--- config.mk ---
export PLATFORM = sky130hd
export DESIGN_NAME = ps2_event_fifo
export DESIGN_NICKNAME = d
export VERILOG_FILES = /design/src/rtl/ps2_event_fifo.sv
export SDC_FILE = /design/constraint.sdc
export NUM_CORES = 1
export LEC_CHECK = 0
export CORE_ASPECT_RATIO = 1.75
export CORE_MARGIN = 8
export CORE_UTILIZATION = 45
export DETAILED_ROUTE_END_ITERATION = 8
export REMOVE_ABC_BUFFERS = 1
export SYNTH_ARGS = -nofsm -noshare
export SYNTH_HDL_FRONTEND = slang
export SYNTH_SLANG_ARGS = --single-unit
--- constraint.sdc ---
create_clock -name clk -period 4.2 [get_ports clk]
set_clock_uncertainty 0.15 [all_clocks]
set_input_delay 0.63 -clock clk [delete_from_list [all_inputs] [get_ports clk]]
set_output_delay 0.63 -clock clk [all_outputs]
set_load 0.01 [all_outputs]
--- src/rtl/ps2_event_fifo.sv ---
// Packs the PS/2 receiver byte stream into raw or scan-code-event words
// and queues them in a small FIFO read through a valid/ready handshake.
module ps2_event_fifo #(
   parameter int NBYTES     = 4,
   parameter int FIFO_DEPTH = 4,
   parameter int TIMEOUT    = 50000
) (
   input  logic                              clk,
   input  logic                              reset,
   input  logic                              tick,
   input  logic [7:0]                        d,
   input  logic                              rx_err,
   input  logic                              mode,
   input  logic                              rd_ready,
   input  logic                              clr_flags,
   output logic                              listo,
   output logic [8*NBYTES-1:0]               joi,
   output logic [$clog2(NBYTES+1)-1:0]       len,
   output logic [$clog2(FIFO_DEPTH+1)-1:0]   fill,
   output logic                              busy,
   output logic                              ovf,
   output logic                              err,
   output logic                              tmo
);

   localparam int W  = 8 * NBYTES;
   localparam int LW = $clog2(NBYTES + 1);
   localparam int FW = $clog2(FIFO_DEPTH + 1);
   localparam int PW = $clog2(FIFO_DEPTH);
   localparam int TW = $clog2(TIMEOUT);

   typedef enum logic {IDLE = 1'b0, ACC = 1'b1} state_t;

   state_t        state, state_nxt;
   logic [W-9:0]  acc, base;
   logic [W-1:0]  word_nxt;
   logic [LW-1:0] cnt, cnt_nxt;
   logic [TW-1:0] timer;
   logic          mode_q, eff_mode, is_prefix, take, complete, timeout_hit;
   logic          do_push, do_pop, full;
   logic [PW:0]   wr_ptr, rd_ptr;
   logic [W-1:0]  mem_word [FIFO_DEPTH];
   logic [LW-1:0] mem_len  [FIFO_DEPTH];

   // Handshake: a word transfers on any rising edge where listo & rd_ready;
   // joi/len hold the head word unchanged until that transfer.

   // The first byte of a word is judged with the live mode input, later ones with mode_q.
   always_comb begin
      take        = tick & ~rx_err;
      eff_mode    = (state == IDLE) ? mode : mode_q;
      is_prefix   = (d == 8'hE0) | (d == 8'hE1) | (d == 8'hF0);
      base        = (state == IDLE) ? '0 : acc;
      word_nxt    = {base, d};
      cnt_nxt     = (state == IDLE) ? LW'(1) : cnt + LW'(1);
      complete    = take & ((cnt_nxt == LW'(NBYTES)) | (eff_mode & ~is_prefix));
      timeout_hit = (state == ACC) & ~rx_err & ~tick & (timer == TW'(TIMEOUT - 1));
   end

   always_ff @(posedge clk or negedge reset) begin
      if (!reset) state <= IDLE;
      else        state <= state_nxt;
   end

   always_comb begin
      state_nxt = state;
      case (state)
         IDLE:    if (take && !complete) state_nxt = ACC;
         ACC:     if (rx_err || complete || timeout_hit) state_nxt = IDLE;
         default: state_nxt = IDLE;
      endcase
   end

   always_comb begin
      busy = (state == ACC);
   end

   always_ff @(posedge clk or negedge reset) begin
      if (!reset) begin
         acc    <= '0;
         cnt    <= '0;
         timer  <= '0;
         mode_q <= 1'b0;
      end else if (take) begin
         acc   <= word_nxt[W-9:0];
         cnt   <= complete ? '0 : cnt_nxt;
         timer <= '0;
         if (state == IDLE) mode_q <= mode;
      end else if (rx_err || timeout_hit) begin
         cnt   <= '0;
         timer <= '0;
      end else if (state == ACC) begin
         timer <= timer + TW'(1);
      end
   end

   // Full/empty come from the pointers' extra wrap bit; fill is kept alongside for the consumer.
   always_comb begin
      full    = (wr_ptr[PW] != rd_ptr[PW]) && (wr_ptr[PW-1:0] == rd_ptr[PW-1:0]);
      listo   = (wr_ptr != rd_ptr);
      do_pop  = listo & rd_ready;
      do_push = complete & (~full | do_pop);
      joi     = listo ? mem_word[rd_ptr[PW-1:0]] : '0;
      len     = listo ? mem_len[rd_ptr[PW-1:0]]  : '0;
   end

   always_ff @(posedge clk) begin
      if (do_push) begin
         mem_word[wr_ptr[PW-1:0]] <= word_nxt;
         mem_len[wr_ptr[PW-1:0]]  <= cnt_nxt;
      end
   end

   always_ff @(posedge clk or negedge reset) begin
      if (!reset) begin
         wr_ptr <= '0;
         rd_ptr <= '0;
         fill   <= '0;
      end else begin
         if (do_push) wr_ptr <= wr_ptr + (PW+1)'(1);
         if (do_pop)  rd_ptr <= rd_ptr + (PW+1)'(1);
         case ({do_push, do_pop})
            2'b10:   fill <= fill + FW'(1);
            2'b01:   fill <= fill - FW'(1);
            default: fill <= fill;
         endcase
      end
   end

   // Sticky flags: a set in the same cycle as clr_flags wins.
   always_ff @(posedge clk or negedge reset) begin
      if (!reset) begin
         ovf <= 1'b0;
         err <= 1'b0;
         tmo <= 1'b0;
      end else begin
         ovf <= (complete & full & ~do_pop) | (ovf & ~clr_flags);
         err <= rx_err | (err & ~clr_flags);
         tmo <= timeout_hit | (tmo & ~clr_flags);
      end
   end

endmodule

==> qor.csv, run 1 <==
stage;metric;value;unit
floorplanning;Core Region;17810;µm²
detailed_routing;metal2 WL;8.814;mm
sta;worst slew pin tran;0.9946;ns
setup_path;Cell Chain, Critical Path;xor2_1 > or3_1 > buf_4 > and2_1 > clkdlybuf4s50_1;
sta;RSZ-0062 raised after global routing;no;
power;Power Density;635.9;nW/µm²
setup_path;Worst Reg2Reg Path Length in Cells;6;
clock_tree;CTS resizes;0;
yosys;Synth area leaders;edfxtp_1, dfrtp_1, mux4_2;
clock_tree;Root Driver;clkbuf_16;
yosys;most frequent cell after synthesis;edfxtp_1;
clock_tree;CTS Buf Count;17;
detailed_routing;metal1 wirelength;6.268;mm
placement;port buffer count;57;
sta;Final Critical Period;3.530;ns
yosys;sequential area share after synthesis;69.50;%
setup_path;Crit path required time;3.42;ns
placement;RD Place Congestion;0.8053;
power;PnR Total Power;6.081;mW
floorplanning;# rows;65;
outcome;status;finished, final reports clean;
sta;Fmax;283.3;MHz
clock_tree;clock sink count;197;
clock_tree;htree depth;4;
layout;fin util;53.69;%
setup_path;Buf+Inv Stages, Crit Path;2;
floorplanning;die area;22720;µm²
sta;Final WS setup;0.6704;ns
yosys;synth unique cells;44;
detailed_routing;top sig layer;met4;
setup_path;Stages on worst setup path;5;
yosys;number of synthesized flops with an enable pin;140;
sta;Hold Vio Cnt, Final;0;
flow_run;Max Cap Viol;0;
layout;fraction of layout cells with a size suffix above 1;20.40;%
detailed_routing;via count;4149;
power;Peak supply drop;0.3077;mV
detailed_routing;Pre-antenna DRT Iters;4;
clock_tree;Clock Path Buffers;2;
floorplanning;die span in x;117.4;µm
floorplanning;IO Pins;58;
floorplanning;starting density of the core;45.49;%
global_routing;initial antenna violation count;0;
yosys;Synth area leader;edfxtp_1;
setup_path;Crit. End Element;primary output;
layout;Layout Nets;559;
sta;Final Max Slew Viols;0;
setup_path;maximum fanout along the worst path;23;
clock_tree;CTS tree;yes;
global_routing;first-pass GRT wire length;26.07;mm
sta;Sum Neg Setup Slack;0;ns
placement;estimated wirelength of the detail-placed design;10.07;mm
clock_tree;clk slew on worst S/H paths;0.08;ns
detailed_routing;Routed Antenna Nets;0;
setup_path;Crit Path Class;flip-flop to primary output;
layout;multi-input logic area;2336;µm²
placement;Post-Place Cells;751;
yosys;post-synth top area share;51.89;%
sta;Setup-failing EPs final;0;
yosys;Post-synth top flop;edfxtp_1;
detailed_routing;drt drc;0;
setup_path;delay of the slowest critical-path stage;0.54;ns
yosys;Async SR Flop Fraction;28.93;%
global_routing;largest net degree at the start of global routing;40;
placement;placed inst area;8969;µm²
clock_tree;Hold-fix buffers, CTS;0;
detailed_routing;metal3 WL;582;µm
detailed_routing;Routed WL;15.87;mm
detailed_routing;1st-iter DRT viols;204;
yosys;#FFs+latches synth;197;
layout;Final Instance Area;9563;µm²
detailed_routing;Via-to-Cell Ratio;5.299;
layout;filler instances;1458;
detailed_routing;WL/cell;20.27;µm
sta;relative slew slack;33.70;%
global_routing;grt total ovfl;0;
layout;FF/Latch Area;5632;µm²
placement;pre-CTS worst setup slack;0.5392;ns
yosys;top post-synthesis cells by count;edfxtp_1, and2_1, dfrtp_1;
setup_path;arrival time worst endpoint;2.75;ns
sta;Hold Slack;0.2095;ns
layout;Antenna Cells;0;
clock_tree;Post-CTS Setup Inserts;0;
clock_tree;clk_lat worst skew;0.43;ns
power;P_leak;3.391;nW
setup_path;cell family with most CP delay;buffers and inverters;
global_routing;vias in the first global route;4725;
setup_path;critical path's slowest cell;clkdlybuf4s50_1;
yosys;YS warnings;0;
layout;P&R area growth vs syn;18.04;%
floorplanning;die height;193.5;µm
worst_hold_path;Hold Path Class;input pin to asynchronous set/reset pin;
yosys;synthesized area;8102;µm²
yosys;Syn Inst Count;472;
sta;period utilisation layout;84.04;%
yosys;syn avg cell area;17.16;µm²
setup_path;startpoint types;flip-flop;
global_routing;GRT Overall Usage;14.86;%
layout;fin cells;783;
[logic make-up after synthesis]
family          Yosys count  share of synthesized area (%)
compound gates           15                          1.606
simple gates            134                          9.529
fa+ha+maj                 8                          1.328
mux                      63                          13.58
flops                   197                          69.50
xor+xnor                 25                          2.795
buf+inv                  30                          1.668
[layout by cell type, fill, tap and decap left out, types with 3 or more instances in the layout]
cell,count
xor2_1,10
a22o_1,4
buf_4,7
nand4_1,4
mux2_2,25
clkbuf_16,17
inv_6,4
clkdlybuf4s50_1,56
inv_8,3
mux2i_1,3
and2_1,65
nor4_1,5
nor3_1,4
nand3_1,3
mux4_2,35
and3_1,3
ha_1,7
nand2_1,14
dfrtp_1,56
and4_1,3
nor2_1,21
xnor2_1,14
buf_12,3
inv_1,8
edfxtp_1,140
[sequential cells by signal (all words and copies together) (netlist names)]
signal    flops
mem_word    128
acc          24
timer        16
mem_len      12
cnt           3
fill          3
rd_ptr        3
wr_ptr        3
busy          1
err           1
mode_q        1
ovf           1
tmo           1
[per-layer routing]
layer	GRT usage, %	vias up
li1	-	1887
met1	16.13	2178
met2	27.29	67
met3	3.819	17
met4	4.978	0
met5	0	-
[worst reg2reg max path: cells and delay by family (launching register included)]
| family | cells | cell delay, ns |
|---|---|---|
| adders and majority gates | 1 | 0.23 |
| DFF | 1 | 0.43 |
| AOI/OAI and AO/OA | 1 | 0.42 |
| xor gates and xnor gates | 1 | 0.18 |
| and+or+nand+nor | 2 | 1.12 |
| buffers and inverters | 1 | 0.28 |
[where the power goes]
group	internal (mW)	switching, mW
sequential	2.25	0.0856
combinational	1.16	0.947
clock	0.895	0.740
[area by class of cell]
class | instances | area share, %
sequential | 197 | 58.89
tap | 234 | 3.062
clock buffer | 17 | 4.449
clock inverter | 15 | 1.766
multi-input combinational | 245 | 24.43
inverter | 8 | 0.3140
timing repair buffer | 67 | 7.091
[final timing paths]
path / from / to / slack [ns]
min: reset / cnt[2] / 0.21
max reg2reg: cnt[0] / mem_word[1][12] / 1.07
max: wr_ptr[0] / joi[22] / 0.67
min reg2reg: tmo / tmo / 0.34
max in group asynchronous: reset / timer[5] / 2.83
min in group clk: tmo / tmo / 0.34
Note: power is estimated with default switching activity, not from simulation.
==> run 2, diff against run 1 <==
Clock period 4.2 ns to 3.3 ns, I/O delays scaled along.
==> run 2 against run 1 <==
Clock power increased by 20%. Clock-buffer cell count increased by 3. Critical path type unchanged. Power increased by 26%.
==> qor.csv, run 2 (synthesized netlist as in run 1, its figures left out) <==
stage;metric;value;unit
global_routing;initial antenna violation count;0;
floorplanning;starting density of the core;45.49;%
setup_path;arrival time worst endpoint;2.46;ns
global_routing;GRT Overall Usage;14.30;%
detailed_routing;Via-to-Cell Ratio;5.200;
setup_path;setup slack, reg-to-reg;0.66;ns
clock_tree;Hold-fix buffers, CTS;1;
setup_path;Crit path required time;2.65;ns
sta;Setup-failing EPs final;0;
clock_tree;Root Driver;clkbuf_16;
layout;Antenna Cells;0;
floorplanning;die height;193.5;µm
sta;Final Critical Period;3.101;ns
clock_tree;Post-CTS Setup Inserts;0;
sta;worst slew pin tran;0.6571;ns
outcome;status;finished, final reports clean;
detailed_routing;via count;4129;
detailed_routing;WL/cell;19.30;µm
power;Clk pwr share;25.5;%
setup_path;startpoint types;flip-flop;
clock_tree;htree depth;4;
sta;Hold Slack;0.3439;ns
placement;estimated wirelength of the detail-placed design;9.808;mm
global_routing;grt total ovfl;0;
layout;fraction of layout cells with a size suffix above 1;21.96;%
detailed_routing;1st-iter DRT viols;177;
setup_path;Crit. End Element;primary output;
power;power share of the sequential group;38.8;%
floorplanning;die span in x;117.4;µm
setup_path;Crit Path Class;flip-flop to primary output;
setup_path;FF-to-FF End;mem_word[3][7];
clock_tree;clk slew on worst S/H paths;0.07;ns
layout;Largest register FFs;128;
power;P_leak;3.450;nW
global_routing;first-pass GRT wire length;25.14;mm
setup_path;maximum fanout along the worst path;17;
worst_hold_path;hold_sp;fill[2];
power;Power Density;796.6;nW/µm²
layout;most frequent cells in the layout;edfxtp_1, and2_1, dfrtp_1, clkdlybuf4s50_1, mux4_2;
sta;Fmax;322.5;MHz
placement;RD Place Congestion;0.7729;
setup_path;Worst Reg2Reg Path Length in Cells;4;
detailed_routing;Routed WL;15.32;mm
power;Sw Ratio;29.10;%
worst_hold_path;Hold Path Stages;1;
sta;period utilisation layout;93.96;%
detailed_routing;Pre-antenna DRT Iters;4;
worst_hold_path;Hold Crit Endpoint;fill[2];
layout;Layout Nets;570;
setup_path;delay of the slowest critical-path stage;0.56;ns
floorplanning;die area;22720;µm²
clock_tree;Clock Path Buffers;2;
global_routing;largest net degree at the start of global routing;38;
worst_hold_path;Hold Path Class;flip-flop to flip-flop;
sta;Final Max Slew Viols;0;
floorplanning;IO Pins;58;
placement;port buffer count;57;
layout;commonest non-fill, non-tap cell in the layout;edfxtp_1;
setup_path;worst r2r src;cnt[0];
power;Logic pwr share;35.8;%
power;PnR Total Power;7.677;mW
power;Internal;5.443;mW
detailed_routing;Routed Antenna Nets;0;
flow_run;Max Cap Viol;0;
detailed_routing;drt drc;0;
sta;relative slew slack;55.59;%
layout;P&R area growth vs syn;18.95;%
clock_tree;CTS tree;yes;
floorplanning;# rows;65;
sta;Hold Vio Cnt, Final;0;
global_routing;vias in the first global route;4629;
setup_path;critical path's slowest cell;mux4_2;
power;Peak supply drop;0.5093;mV
clock_tree;clock sink count;197;
sta;RSZ-0062 raised after global routing;no;
setup_path;Cell Chain, Critical Path;buf_4 > mux4_2 > and2_1 > clkdlybuf4s50_1;
clock_tree;CTS resizes;0;
clock_tree;CTS Buf Count;17;
power;NetSw;2.234;mW
clock_tree;clk_lat worst skew;0.43;ns
floorplanning;Core Region;17810;µm²
==> run 2: worst max-delay path by stage <==
stage / startpoint / end / slack [ns] / cells after the start
finish: rd_ptr[0] / joi[21] / 0.20 / 4
global route: d[5] / fill[2] / 0.05 / 11
CTS: rd_ptr[0] / joi[21] / 0.13 / 4
detailed placement: d[5] / fill[2] / -0.29 / 11
global placement: d[5] / fill[2] / -0.29 / 11
floorplan: rd_ptr[0] / mem_len[0][0] / -0.53 / 4
==> run 2: stage by stage <==
stage / area [µm²] / setup TNS, ns / util, % / setup slack [ns] / cells
2_1_floorplan: 7996 / -62.56 / - / -0.5308 / 450
3_3_place_gp: 9069 / -0.3619 / 50.92 / -0.2911 / 761
3_5_place_dp: 9069 / -0.3355 / 50.92 / -0.2860 / 761
4_1_cts: 9637 / 0 / 54.11 / 0.1270 / 794
5_1_grt: 9637 / 0 / 54.11 / 0.05050 / 794
6_report: 9637 / 0 / 54.11 / 0.1994 / 794
==> run 2: metal layers <==
layer	vias to the layer above	GRT usage [%]	wire length (µm)
met1	2127	15.39	6077
li1	1911	-	-
met4	0	5.558	234
met5	-	0	0
met3	15	3.469	475
met2	76	26.22	8533
==> run 2: worst max-delay path, delay by kind of cell (launching register included) <==
kind,cells,cell delay (ns)
buf+inv,2,0.84
flops,1,0.42
mux,1,0.56
simple gates,1,0.20
==> run 2: power groups by stage <==
stage                     sequential [mW]  combinational [mW]  clock, mW
after floorplan                      3.16                1.30          0
after global placement               3.02                2.82          0
after detailed placement             3.03                2.83          0
after CTS                            2.98                2.84       2.00
after global routing                 3.00                3.01       2.09
final                                2.98                2.75       1.95
==> run 2: layout make-up <==
cell class	count	area, µm²
Timing Repair Buffer	78	788.3
Inverter	8	30.03
Tap cell	234	292.8
Clock buffer	20	467.9
Sequential cell	197	5632
Clock inverter	12	90.09
Fill cell	1434	8174
Multi-Input combinational cell	245	2336
